[config.mk]
export PLATFORM = sky130hd
export DESIGN_NAME = fetch_unit
export DESIGN_NICKNAME = d
export VERILOG_FILES = /design/src/rtl/fetch_unit.sv
export SDC_FILE = /design/constraint.sdc
export NUM_CORES = 1
export LEC_CHECK = 0
export CORE_UTILIZATION = 46
export CTS_CLUSTER_DIAMETER = 80
export DETAILED_ROUTE_END_ITERATION = 10
export PLACE_DENSITY = 0.78
export SYNTH_ARGS = -nofsm -noshare
export SYNTH_HDL_FRONTEND = slang
export SYNTH_SLANG_ARGS = --single-unit
[constraint.sdc]
create_clock -name iCLK -period 4.1 [get_ports iCLK]
set_input_delay 0.82 -clock iCLK [delete_from_list [all_inputs] [get_ports iCLK]]
set_output_delay 0.82 -clock iCLK [all_outputs]
set_load 0.03 [all_outputs]
[src/rtl/fetch_unit.sv]
// Instruction fetch: PC, single-outstanding imem requests, 2-entry return FIFO,
// and redirect flushing of buffered and in-flight fetches.
module fetch_unit #(
  parameter logic [31:0] RESET_PC  = 32'h0040_0000,
  parameter logic [31:0] NOP_INSTR = 32'h0000_0013
) (
  input  logic        iCLK,
  input  logic        iRST,
  input  logic        iRedirect,
  input  logic [31:0] iRedirectPC,
  output logic        oIMemReq,
  output logic [31:0] oIMemAddr,
  input  logic        iIMemGnt,
  input  logic        iIMemRValid,
  input  logic [31:0] iIMemRData,
  output logic        oValid,
  input  logic        iDecReady,
  output logic [31:0] oInstr,
  output logic [31:0] oInstrPC,
  output logic [6:0]  oOpcode,
  output logic        oMisaligned
);

  typedef enum logic {S_REQ, S_WAIT} stateT;

  stateT       state;
  logic [31:0] pc, inflightPc;
  logic [31:0] bufInstr [2];
  logic [31:0] bufPc    [2];
  logic        head, tail, drop;
  logic [1:0]  count;
  logic        issue, push, pop;

  assign oIMemReq  = (state == S_REQ) && (count != 2'd2);
  assign oIMemAddr = pc;
  assign oValid    = (count != 2'd0);
  assign oInstr    = oValid ? bufInstr[head] : NOP_INSTR;
  assign oInstrPC  = oValid ? bufPc[head]    : pc;
  assign oOpcode   = oInstr[6:0];

  assign issue = oIMemReq && iIMemGnt;
  assign push  = (state == S_WAIT) && iIMemRValid && !drop && !iRedirect;
  assign pop   = oValid && iDecReady && !iRedirect;

  always_ff @(posedge iCLK) begin
    if (iRST) begin
      state       <= S_REQ;
      pc          <= RESET_PC;
      inflightPc  <= RESET_PC;
      count       <= 2'd0;
      head        <= 1'b0;
      tail        <= 1'b0;
      drop        <= 1'b0;
      oMisaligned <= 1'b0;
    end else begin
      case (state)
        S_REQ: if (issue) begin
          inflightPc <= pc;
          state      <= S_WAIT;
          drop       <= iRedirect;   // request left with the stale PC
        end
        S_WAIT: if (iIMemRValid) begin
          state <= S_REQ;
          drop  <= 1'b0;
          if (push) pc <= inflightPc + 32'd4;
        end
        default: state <= S_REQ;
      endcase

      if (push) tail <= ~tail;
      if (pop)  head <= ~head;
      case ({push, pop})
        2'b10:   count <= count + 2'd1;
        2'b01:   count <= count - 2'd1;
        default: count <= count;
      endcase

      // Redirect overrides the push/pop bookkeeping above.
      if (iRedirect) begin
        count <= 2'd0;
        head  <= 1'b0;
        tail  <= 1'b0;
        pc    <= {iRedirectPC[31:2], 2'b00};
        if (iRedirectPC[1:0] != 2'b00) oMisaligned <= 1'b1;
        if (state == S_WAIT && !iIMemRValid) drop <= 1'b1;
      end
    end
  end

  always_ff @(posedge iCLK) begin
    if (push) begin
      bufInstr[tail] <= iIMemRData;
      bufPc[tail]    <= inflightPc;
    end
  end

endmodule

==> flow_summary.yaml <==
timing:
  tns_ns: 0
  max_slew_margin_pct: 36.62
  rsz0062_at_grt: "false"
  layout_setup_ws_ns: 0.7309
  tightest_slew_ns: 0.9507
  fmax_mhz: 296.8
  finalMaxSlewViolations: 0
  post-route-min-period_ns: 3.369
  fin_skew_ns: 0.01026
  post-route-period-util_pct: 82.17
  setup_violations: 0
  finalHoldViolations: 0
  fin_hold_ws_ns: 0.4491
logic_synthesis:
  synth_edf_count: 128
  ys_ff_latch: 200
  synth_compound_area_share_pct: 9.913
  synth-main-ff-cell: "edfxtp_1"
  syn_inst: 765
  synth_simple_gate_area_share_pct: 14.10
  synthAdderAreaFrac_pct: 0.2959
  avgSynthCellArea_um2: 11.05
  ys_seq_area_share_pct: 62.49
  ys_warn_count: 0
  synth_commonest_cells: "nand2_1, edfxtp_1, dfxtp_1, nor2_1"
  synth_nets: 837
  synth_top_family_by_area: "simple AND/OR/NAND/NOR gates"
  yosys-mux-area-fraction_pct: 7.930
  synth-async-reset-ratio_pct: 0
  yosysMostFrequentCell: "nand2_1"
  syn_area_um2: 8457
  yosysTopAreaCell: "edfxtp_1"
  synth-xor-area-share_pct: 1.968
  yosysTopAreaCellShare_pct: 45.45
  synth_cell_types: 45
  synth_area_leaders: "edfxtp_1, dfxtp_1, mux2i_1"
clock_network:
  holdBufCountCts: 0
  htreeDepth: 4
  cts_setup_buffers: 0
  path_clk_slew_ns: 0.07
  cts-root-buf: "clkbuf_16"
  clock_path_buffers: 2
  clock_latency_ns: 0.44
  cts_made_buffers: 17
  cts_resized: 0
  cts_sinks: 200
  cts_tree: "built"
route:
  drc: 0
  routedWlPerCell_um: 16.82
  wirelength_mm: 19.47
  vias: 6190
  drtAntennaViolNets: 0
  drt-initial-drc-count: 413
  drt_first_pass_iters: 5
  viasPerCell: 5.350
grt:
  first_global_vias: 5706
  grt-ovfl-total: 0
  antenna_found_initial: 0
  track_usage_pct: 21.43
  grt_pass1_wl_mm: 30.08
  grt_max_degree: 65
layout:
  multi_input_area_um2: 2910
  drive_gt1_share_pct: 5.603
  design_area_um2: 10890
  fin_nets: 988
  n_antenna_cell: 0
  syn2layout_area_growth_pct: 28.82
  nFillCells: 1485
  regArea_um2: 5289
run_status:
  status: "completed"
place:
  place_area_um2: 10360
  dp_hpwl_mm: 12.44
  io_buffers: 175
  dp_slack_ns: 0.9831
  globalplace.congestion: 0.8008
power_and_ir_drop:
  power.leakage_nw: 3.453
  powerDensity_nw_per_um2: 382.2
  swShare_pct: 23.46
  vdd_drop_max_mv: 0.2967
  p_int_mw: 3.187
  p_clk_share_pct: 36.8
  p_switching_mw: 0.9767
  p_comb_share_pct: 9.8
  pwr-share-seq_pct: 53.5
die:
  die_w_um: 137.6
  start_util_pct: 47.08
  die_y_um: 137.6
  core_area_um2: 17960
  num_rows: 49
  ios: 176
  dieArea_um2: 18930
run:
  max-cap-violations: 0
worst_setup_path:
  path_max_fanout: 46
  critPathRequiredTime_ns: 3.28
  arrival_ns: 2.55
  worst_setup_path_start_kind: "register"
  cp-end-kind: "output port"
  critical_path_class: "register to output port"
worst_hold_path:
  hold_path_class: "register to register"
## path summary, 6_finish.rpt
check | slack (ns) | cells past startpoint | from | to
max reg2reg | 1.71 | 8 | count[0] | count[1]
min reg2reg | 0.45 | 2 | oMisaligned | oMisaligned
min | 0.45 | 2 | oMisaligned | oMisaligned
max | 0.73 | 4 | register | oInstrPC[1]
## power by group through the flow
stage	Sequential [mW]	Combinational, mW	Clock (mW)
after floorplan	2.29	0.180	0
after global placement	2.27	0.401	0
after detailed placement	2.27	0.407	0
after CTS	2.23	0.409	1.56
after global routing	2.23	0.439	1.65
final	2.23	0.406	1.53
## final cells by class
cell class              count  area share [%]
flip-flops and latches    200           48.55
multi-input cells         502           26.71
repair buffers            186           16.86
clock buffers              18           3.939
well taps                 229           2.630
clock inverters            13          0.9992
inverters                   9          0.3101
## state kept, by name, indices dropped and copies added (netlist names), named ones only
signal	count
bufInstr	64
bufPc	64
inflightPc	32
oIMemAddr	32
count	2
drop	1
head	1
oMisaligned	1
state	1
tail	1
## logic make-up (layout without fill, tap and decap cells)
| group | after synthesis | after routing |
|---|---|---|
| AO/OA/AOI/OAI | 149 | 149 |
| XOR/XNOR | 19 | 19 |
| adder cells (fa/ha/maj) | 2 | 2 |
| buffers and inverters | 63 | 226 |
| flip-flops | 200 | 200 |
| multiplexers | 67 | 67 |
| AND/OR/NAND/NOR | 265 | 265 |
## layer usage
layer,part of all wire (%),GRT usage [%]
met3,7.1,4.746
met5,0,0
met1,43,27.19
met4,2.1,8.486
met2,48,35.48
## layout by cell type (no fill, tap or decap), drive strengths merged, types with 2 or more instances in the layout
| cell type | netlist | final |
|---|---|---|
| nand3 | 11 | 11 |
| clkinv | 0 | 6 |
| nand2 | 139 | 139 |
| inv | 9 | 9 |
| a21oi | 67 | 67 |
| mux2i | 67 | 67 |
| edfxtp | 128 | 128 |
| clkinvlp | 0 | 6 |
| ha | 2 | 2 |
| xor2 | 4 | 4 |
| clkdlybuf4s50 | 0 | 173 |
| dfxtp | 72 | 72 |
| and2 | 2 | 2 |
| nand4 | 7 | 7 |
| or3 | 3 | 3 |
| o21ai | 48 | 48 |
| o31a | 8 | 8 |
| and4 | 4 | 4 |
| a31oi | 2 | 2 |
| o22ai | 7 | 7 |
| nand3b | 3 | 3 |
| a211oi | 4 | 4 |
| nor4 | 11 | 11 |
| o21a | 4 | 4 |
| nor3b | 3 | 3 |
| a221oi | 5 | 5 |
| nor2 | 71 | 71 |
| buf | 17 | 13 |
| nor3 | 5 | 5 |
| clkbuf | 37 | 18 |
| and3 | 2 | 2 |
| xnor2 | 15 | 15 |
## metrics by stage
stage / total power, mW / utilization (%) / cells
final: 4.164 / 60.65 / 1157
after global routing: 4.317 / 60.65 / 1157
after CTS: 4.198 / 60.65 / 1157
after detailed placement: 2.677 / 57.65 / 1126
after global placement: 2.667 / 57.65 / 1126
after floorplan: 2.475 / - / 765
## critical path: stages (launching register included)
cell and delay (ns):
dfxtp_4 0.91, buf_12 0.27, mux2i_1 0.09, o21ai_0 0.13, clkdlybuf4s50_1 0.70
No activity file was read; power rests on OpenSTA's default activity.
